**src/rtl/fetch_ctrl.sv**
```systemverilog
// fetch_ctrl: front-end fetch controller.
// Decides each cycle whether the PC block runs normally, redirects to a branch
// target, or is blocked by an icache miss or a downstream hazard. A branch that
// lands on a blocked cycle is parked (oldest wins) and replayed on the first
// unblocked cycle. A sticky timeout flags icache misses that last too long.
module fetch_ctrl #(
  parameter int unsigned TIMEOUT = 255
) (
  input  logic        clk,
  input  logic        rst,
  input  logic        branch_valid_i,
  input  logic [63:0] branch_target_i,
  input  logic        stall_req_i,
  input  logic        icache_req_valid_i,
  input  logic        icache_resp_valid_i,
  output logic [1:0]  ctrl_signal_o,
  output logic [63:0] pc_new_o,
  output logic        flush_o,
  output logic        timeout_o
);

  localparam logic [1:0] CTRL_DEFAULT = 2'b00;
  localparam logic [1:0] CTRL_BRANCH  = 2'b01;
  localparam logic [1:0] CTRL_BLOCK   = 2'b10;

  // Miss counter is 8 bits wide and saturates, so the limit is clamped to it.
  localparam logic [7:0] TIMEOUT_CNT = (TIMEOUT > 255) ? 8'hFF : 8'(TIMEOUT);

  typedef enum logic [1:0] {
    RUN  = 2'b00,
    MISS = 2'b01,
    HOLD = 2'b10
  } state_t;

  state_t      state_r, state_s;
  logic        pending_r, pending_s;
  logic [63:0] pending_tgt_r, pending_tgt_s;
  logic [7:0]  cnt_r, cnt_s;
  logic        timeout_r, timeout_s;
  logic [1:0]  ctrl_s;
  logic [63:0] pc_s;
  logic        miss_s;
  logic        park_s;

  // Next-state, parking and control-code decision for the current cycle.
  always_comb begin
    state_s       = state_r;
    pending_s     = pending_r;
    pending_tgt_s = pending_tgt_r;
    cnt_s         = cnt_r;
    timeout_s     = timeout_r;
    ctrl_s        = CTRL_DEFAULT;
    pc_s          = 64'd0;
    miss_s        = icache_req_valid_i & ~icache_resp_valid_i;
    // Only the oldest branch is kept; later ones are dropped while one waits.
    park_s        = branch_valid_i & ~pending_r;

    case (state_r)
      RUN: begin
        if (pending_r) begin
          // Replay the parked branch before anything else; a miss or stall
          // seen now is simply re-evaluated next cycle.
          ctrl_s        = CTRL_BRANCH;
          pc_s          = pending_tgt_r;
          pending_s     = 1'b0;
          pending_tgt_s = 64'd0;
        end else if (miss_s) begin
          ctrl_s  = CTRL_BLOCK;
          state_s = MISS;
          cnt_s   = 8'd0;
          if (park_s) begin
            pending_s     = 1'b1;
            pending_tgt_s = branch_target_i;
          end else begin
            pending_s     = pending_r;
          end
        end else if (stall_req_i) begin
          ctrl_s  = CTRL_BLOCK;
          state_s = HOLD;
          if (park_s) begin
            pending_s     = 1'b1;
            pending_tgt_s = branch_target_i;
          end else begin
            pending_s     = pending_r;
          end
        end else if (branch_valid_i) begin
          ctrl_s = CTRL_BRANCH;
          pc_s   = branch_target_i;
        end else begin
          ctrl_s = CTRL_DEFAULT;
        end
      end

      MISS: begin
        ctrl_s = CTRL_BLOCK;
        if (park_s) begin
          pending_s     = 1'b1;
          pending_tgt_s = branch_target_i;
        end else begin
          pending_s     = pending_r;
        end
        cnt_s = (cnt_r == 8'hFF) ? cnt_r : (cnt_r + 8'd1);
        if (cnt_s >= TIMEOUT_CNT) begin
          timeout_s = 1'b1;
        end else begin
          timeout_s = timeout_r;
        end
        if (icache_resp_valid_i) begin
          state_s = stall_req_i ? HOLD : RUN;
        end else begin
          state_s = MISS;
        end
      end

      HOLD: begin
        ctrl_s = CTRL_BLOCK;
        if (park_s) begin
          pending_s     = 1'b1;
          pending_tgt_s = branch_target_i;
        end else begin
          pending_s     = pending_r;
        end
        if (!stall_req_i) begin
          state_s = RUN;
        end else begin
          state_s = HOLD;
        end
      end

      default: begin
        state_s       = RUN;
        pending_s     = 1'b0;
        pending_tgt_s = 64'd0;
        cnt_s         = 8'd0;
      end
    endcase
  end

  // State, parked branch, miss counter and sticky timeout registers.
  always_ff @(posedge clk or posedge rst) begin
    if (rst) begin
      state_r       <= RUN;
      pending_r     <= 1'b0;
      pending_tgt_r <= 64'd0;
      cnt_r         <= 8'd0;
      timeout_r     <= 1'b0;
    end else begin
      state_r       <= state_s;
      pending_r     <= pending_s;
      pending_tgt_r <= pending_tgt_s;
      cnt_r         <= cnt_s;
      timeout_r     <= timeout_s;
    end
  end

  // Outputs are forced quiet while reset is held, whatever the inputs do.
  always_comb begin
    if (rst) begin
      ctrl_signal_o = CTRL_DEFAULT;
      pc_new_o      = 64'd0;
      flush_o       = 1'b0;
    end else begin
      ctrl_signal_o = ctrl_s;
      pc_new_o      = pc_s;
      flush_o       = (ctrl_s == CTRL_BRANCH);
    end
  end

  assign timeout_o = timeout_r;

endmodule

```
**config.mk**
```make
export PLATFORM = sky130hd
export DESIGN_NAME = fetch_ctrl
export DESIGN_NICKNAME = d
export VERILOG_FILES = /design/src/rtl/fetch_ctrl.sv
export SDC_FILE = /design/constraint.sdc
export NUM_CORES = 1
export LEC_CHECK = 0
export ABC_CLOCK_PERIOD_IN_PS = 6800
export BUFFER_PORTS_ARGS = -buffer_cell sky130_fd_sc_hd__buf_2
export CAP_MARGIN = 20
export CORE_MARGIN = 2
export CORE_UTILIZATION = 40
export CTS_CLUSTER_SIZE = 8
export DETAILED_ROUTE_END_ITERATION = 7
export GPL_ROUTABILITY_DRIVEN = 0
export PLACE_DENSITY_LB_ADDON = 0.05
export RECOVER_POWER = 100
export SLEW_MARGIN = 20
export SYNTH_ARGS = -nofsm -noshare
export SYNTH_HDL_FRONTEND = slang
export SYNTH_SLANG_ARGS = --single-unit
```
**constraint.sdc**
```tcl
create_clock -name clk -period 6.8 [get_ports clk]
set_clock_uncertainty 0.1 [all_clocks]
set_input_delay 1.02 -clock clk [delete_from_list [all_inputs] [get_ports clk]]
set_output_delay 1.02 -clock clk [all_outputs]
set_load 0.01 [all_outputs]
```
After elaboration in Yosys (flattened, before gate mapping)
Index checks and enable logic that the tools add are counted.
- bits in registers: 76
- bits in latches: 0
- memory bits (writable): 0
- memory bits (read-only): 0
- output and inout port bits: 68
- logic and storage cells: 60
- memories: 0
- add/subtract/negate cells: 1
- $mul: 0
- divide/modulo/power cells: 0
- $lt $le $gt $ge: 1
- equal/unequal tests: 9
- shift operators: 0
- multiplexer cells: 34
- bitwise operators: 5
- reduce and logical (&&, ||, !) cells: 5
- operators with widths (operator ; number):
    2-to-1 mux 64 bit ; 10
    case mux 64 bit (2 select lines) ; 1
    2-to-1 mux 8 bit ; 3
    case mux 8 bit (3 select lines) ; 1
    2-to-1 mux 2 bit ; 9
    adder 8 x 1 -> 8 bit, second input constant ; 1
    equality test 8 bit, second input constant ; 1
    greater-or-equal comparator 8 bit, second input constant ; 1
    2-to-1 mux 1 bit ; 7
    case mux 2 bit (3 select lines) ; 1
    equality test 2 x 1 -> 1 bit, second input constant ; 2
    != test 2 bit, second input constant ; 2
    != test 4 bit, second input constant ; 1
    case mux 2 bit (2 select lines) ; 1
    AND reduction 2 bit ; 2
    != test 3 bit, second input constant ; 1
    inverter 1 bit ; 3
    AND reduction 3 bit ; 1
    AND 1 bit ; 2
    equality test 2 bit, second input constant ; 1
    zero test 2 bit ; 1
    != test 2 x 1 -> 1 bit, second input constant ; 1
    case mux 1 bit (2 select lines) ; 1
    OR reduction 2 bit ; 1

Longest topological paths before layout
- word-level depth: 7
- gate-level depth with buffers: 9
- mapped depth without buffers: 6

Worst setup path before layout
Ideal clock, no wire load.
- path type: input -> output
- start point: input port rst
- end point: output port flush_o
- arrival time: 3249 ps
- data required time: 5680 ps
- path slack: 2431 ps
- cell stages on the path: 3
- path buffers: 0
- path through: inv_1 -> o2111a_1 -> o21a_1
- word-level cells in the longest chain between the ends: 1
- ends and longest elaborated chain (what ; RTL line ; source):
    start: declaration ; 10 ; input logic rst,
    2-to-1 mux 1 bit ; 158 ; if (rst) begin
    end: declaration ; 18 ; output logic flush_o,
Every way passes these cells.

Worst setup path in the final report
- start point: register state_r[0]
- end point: output port pc_new_o[16]
- word-level cells in the longest chain between the ends: 3
- ends and longest elaborated chain (what ; RTL line ; source):
    start: declaration ; 35 ; state_t state_r, state_s;
    start signal: assignment ; 148 ; state_r <= state_s;
    zero test 2 bit ; 58 ; case (state_r)
    2-to-1 mux 64 bit ; 58 ;
    2-to-1 mux 64 bit ; 158 ;
    end: declaration ; 17 ; output logic [63:0] pc_new_o,
Every way passes these cells.

==> flow_summary.ini <==
[critical_path]
critical_path_class = flop to primary output
cp-end-kind = primary output
start_kind = flop
setup.worst_path.end = pc_new_o[16]
crit_path_start = state_r[0]
cp_cell_sequence = inv_1 -> ha_1 -> and2_0 -> buf_4 -> a22oi_1 -> nor2_1 -> clkbuf_1
r2r-end = pending_tgt_r[0]
reg2reg_slack_ps = 3020
crit_arrival_ps = 3710
crit_slowest_cell = and2_0
critPathTopFamily = simple AND/OR/NAND/NOR gates
required_ps = 5680
critPathMaxFanout = 34
path_buf_inv = 3
reg2reg_depth = 7
slowest_delay_ps = 1510
path_depth = 7
reg2reg_from = state_r[0]

[timing]
rsz0062_at_grt = false
final_max_slew_viol_count = 110
setup_violations = 0
relSlewSlack_pct = -53.9
finalCriticalPeriod_ps = 4830
max_freq_mhz = 207
hold_viol_final = 0
fin_crit_sh_pct = 71.1
setup_tns_ps = 0
tightest_slew_ps = 2310

[synth]
synth_seq_cells = 76
syn_area_per_cell_sq_um = 8.52
synthXorXnorAreaFrac_pct = 0.194
synth_top_family_by_area = compound AO/OA/AOI/OAI gates
synth_area_leaders = dfrtp_1 (42%), a21oi_2 (12%), nand2_1 (11%)
syn_inst = 531
yosys.area_share.simple_pct = 19.8
synth_fa_ha_area_share_pct = 1.38
ys_warn_count = 0
synth_common_cells = nand2_1 (131), dfrtp_1 (76), nor2_1 (72)
synth_edf_count = 0
yosysMostFrequentCell = nand2_1
ys_seq_area_share_pct = 42.1
synth-main-ff-cell = dfrtp_1
synth_cell_types = 45
syn_nets = 606
synth_compound_area_share_pct = 29.6
async_flop_share_pct = 100
synth_top_area_share_pct = 42.1
synthesis.area_sq_um = 4520
synth_mux_area_share_pct = 0.249
yosys.area.top_type = dfrtp_1

[grt]
grt_pass1_vias = 4014
grt_pass1_wl_um = 19900
antenna_found_initial = 0
grt_max_degree = 67
grt-ovfl-total = 0
grt_use_total_pct = 20.7

[die]
dieArea_sq_um = 12200
die_h_um = 110
core_region_area_sq_um = 10900
num_io_pins = 138
initial_core_util_pct = 41.4
dieWidth_um = 110
rows = 38

[clock_network]
clk_pin_slew_ps = 60
cts_made_buffers = 9
insertion_delay_ps = 330
htree_levels = 3
hold_buffers = 0
clkSinkCount = 76
post_cts_buffers = 0
clockBufferDepth = 2
root_buffer = clkbuf_16
cts_resized = 0
cts_tree = yes

[power_and_ir_drop]
powerDensity_nw_per_um2 = 405
max-vdd-ir-drop_uv = 371
finalPower_mw = 2.12
p_leak_nw = 2.19

[routing]
routedWlPerCell_um = 15.7
vias = 4214
ant_nets = 0
drt-total-wl_um = 12300
drt_first_pass_iters = 5
drt_iter0_markers = 345
drc = 0
viasPerCell = 5.35

[place]
placed_cell_area_sq_um = 5190
dp_hpwl_um = 7820
port_buffers = 137

[run]
drv_cap = 3

[final_layout]
drive_above_1_share_pct = 17.7
fill_cells = 1201
stdcell_area_sq_um = 5240
fin_nets = 718
syn_to_final_growth_pct = 15.9
antennaDiodeCount = 0

[status]
violations = capacitance limit, slew limit
status = finished, violations left

[min_path]
hold_class = flop to flop
min_path_cells = 2
hp-start = timeout_o
-- state kept, by name, indices dropped and copies added (netlist names) --
name           count
pending_tgt_r     64
cnt_r              8
state_r            2
pending_r          1
timeout_o          1
-- per-stage QoR --
stage | hold slack, ps | setup slack (ps) | std cells | utilization [%]
6_report | 398 | 1970 | 788 | 47.9
5_1_grt | 441 | 1540 | 788 | 47.9
4_1_cts | 420 | 2510 | 788 | 50.4
3_5_place_dp | 397 | 2540 | 772 | 47.5
3_3_place_gp | 396 | 2570 | 772 | 47.5
2_1_floorplan | 397 | 2430 | 531 | -
-- per-layer routing --
metal | track usage (%) | part of all wire [%]
met2 | 32.0 | 46
met4 | 4.64 | 0.92
met5 | 0 | 0
met1 | 30.7 | 47
met3 | 3.17 | 5.6
-- kinds of logic after synthesis --
logic type	Yosys count
flops	76
buf+inv	54
mux	1
xor+xnor	1
compound gates	171
fa+ha+maj	5
simple gates	223
-- worst min-delay path, cell delays in order, from the launching register on --
cell	delay, ps
dfrtp_1	360
inv_1	50
o41ai_1	60
-- power by group --
group | internal (mW) | switching [mW]
Clock | 0.331 | 0.190
Sequential | 0.651 | 0.115
Combinational | 0.268 | 0.569
-- cell usage in the layout, fill, tap and decap left out, types with 2 or more instances in the layout --
| master | Yosys | final |
|---|---|---|
| a22o_1 | 2 | 2 |
| bufinv_16 | 0 | 2 |
| a21o_1 | 2 | 2 |
| clkbuf_1 | 12 | 72 |
| buf_2 | 16 | 69 |
| a21oi_2 | 60 | 16 |
| clkinv_2 | 0 | 2 |
| clkbuf_16 | 0 | 9 |
| o21ai_0 | 10 | 11 |
| o22ai_1 | 2 | 2 |
| nand3_1 | 2 | 2 |
| nand4_1 | 4 | 4 |
| inv_1 | 8 | 7 |
| nand2_1 | 131 | 131 |
| nand2_2 | 3 | 3 |
| a22oi_1 | 64 | 64 |
| a21oi_1 | 14 | 59 |
| dfrtp_1 | 76 | 76 |
| nor3_1 | 2 | 2 |
| a41oi_1 | 2 | 2 |
| nor3b_1 | 2 | 2 |
| o21a_1 | 2 | 2 |
| buf_4 | 7 | 7 |
| nor2b_1 | 2 | 2 |
| ha_1 | 5 | 5 |
| o211ai_1 | 2 | 2 |
| nor2_1 | 72 | 72 |
-- worst min-delay path by stage --
| stage | to | slack, ps |
|---|---|---|
| 4_1_cts | timeout_o | 420 |
| 2_1_floorplan | timeout_o | 400 |
| 3_3_place_gp | timeout_o | 400 |
| 3_5_place_dp | timeout_o | 400 |
| 6_report | timeout_o | 400 |
| 5_1_grt | pending_tgt_r[23] | 440 |
-- area by class of cell --
class                           instances  area [sq um]  share of cell area [%]
Tap cell                              140           175                    3.34
Clock inverter                          4          72.6                    1.38
Timing Repair Buffer                  146           661                    12.6
Clock buffer                           12           246                    4.70
Inverter                                9          35.0                   0.668
Multi-Input combinational cell        401          2150                    41.0
Sequential cell                        76          1900                    36.3
(Power assumes the default switching activity.)
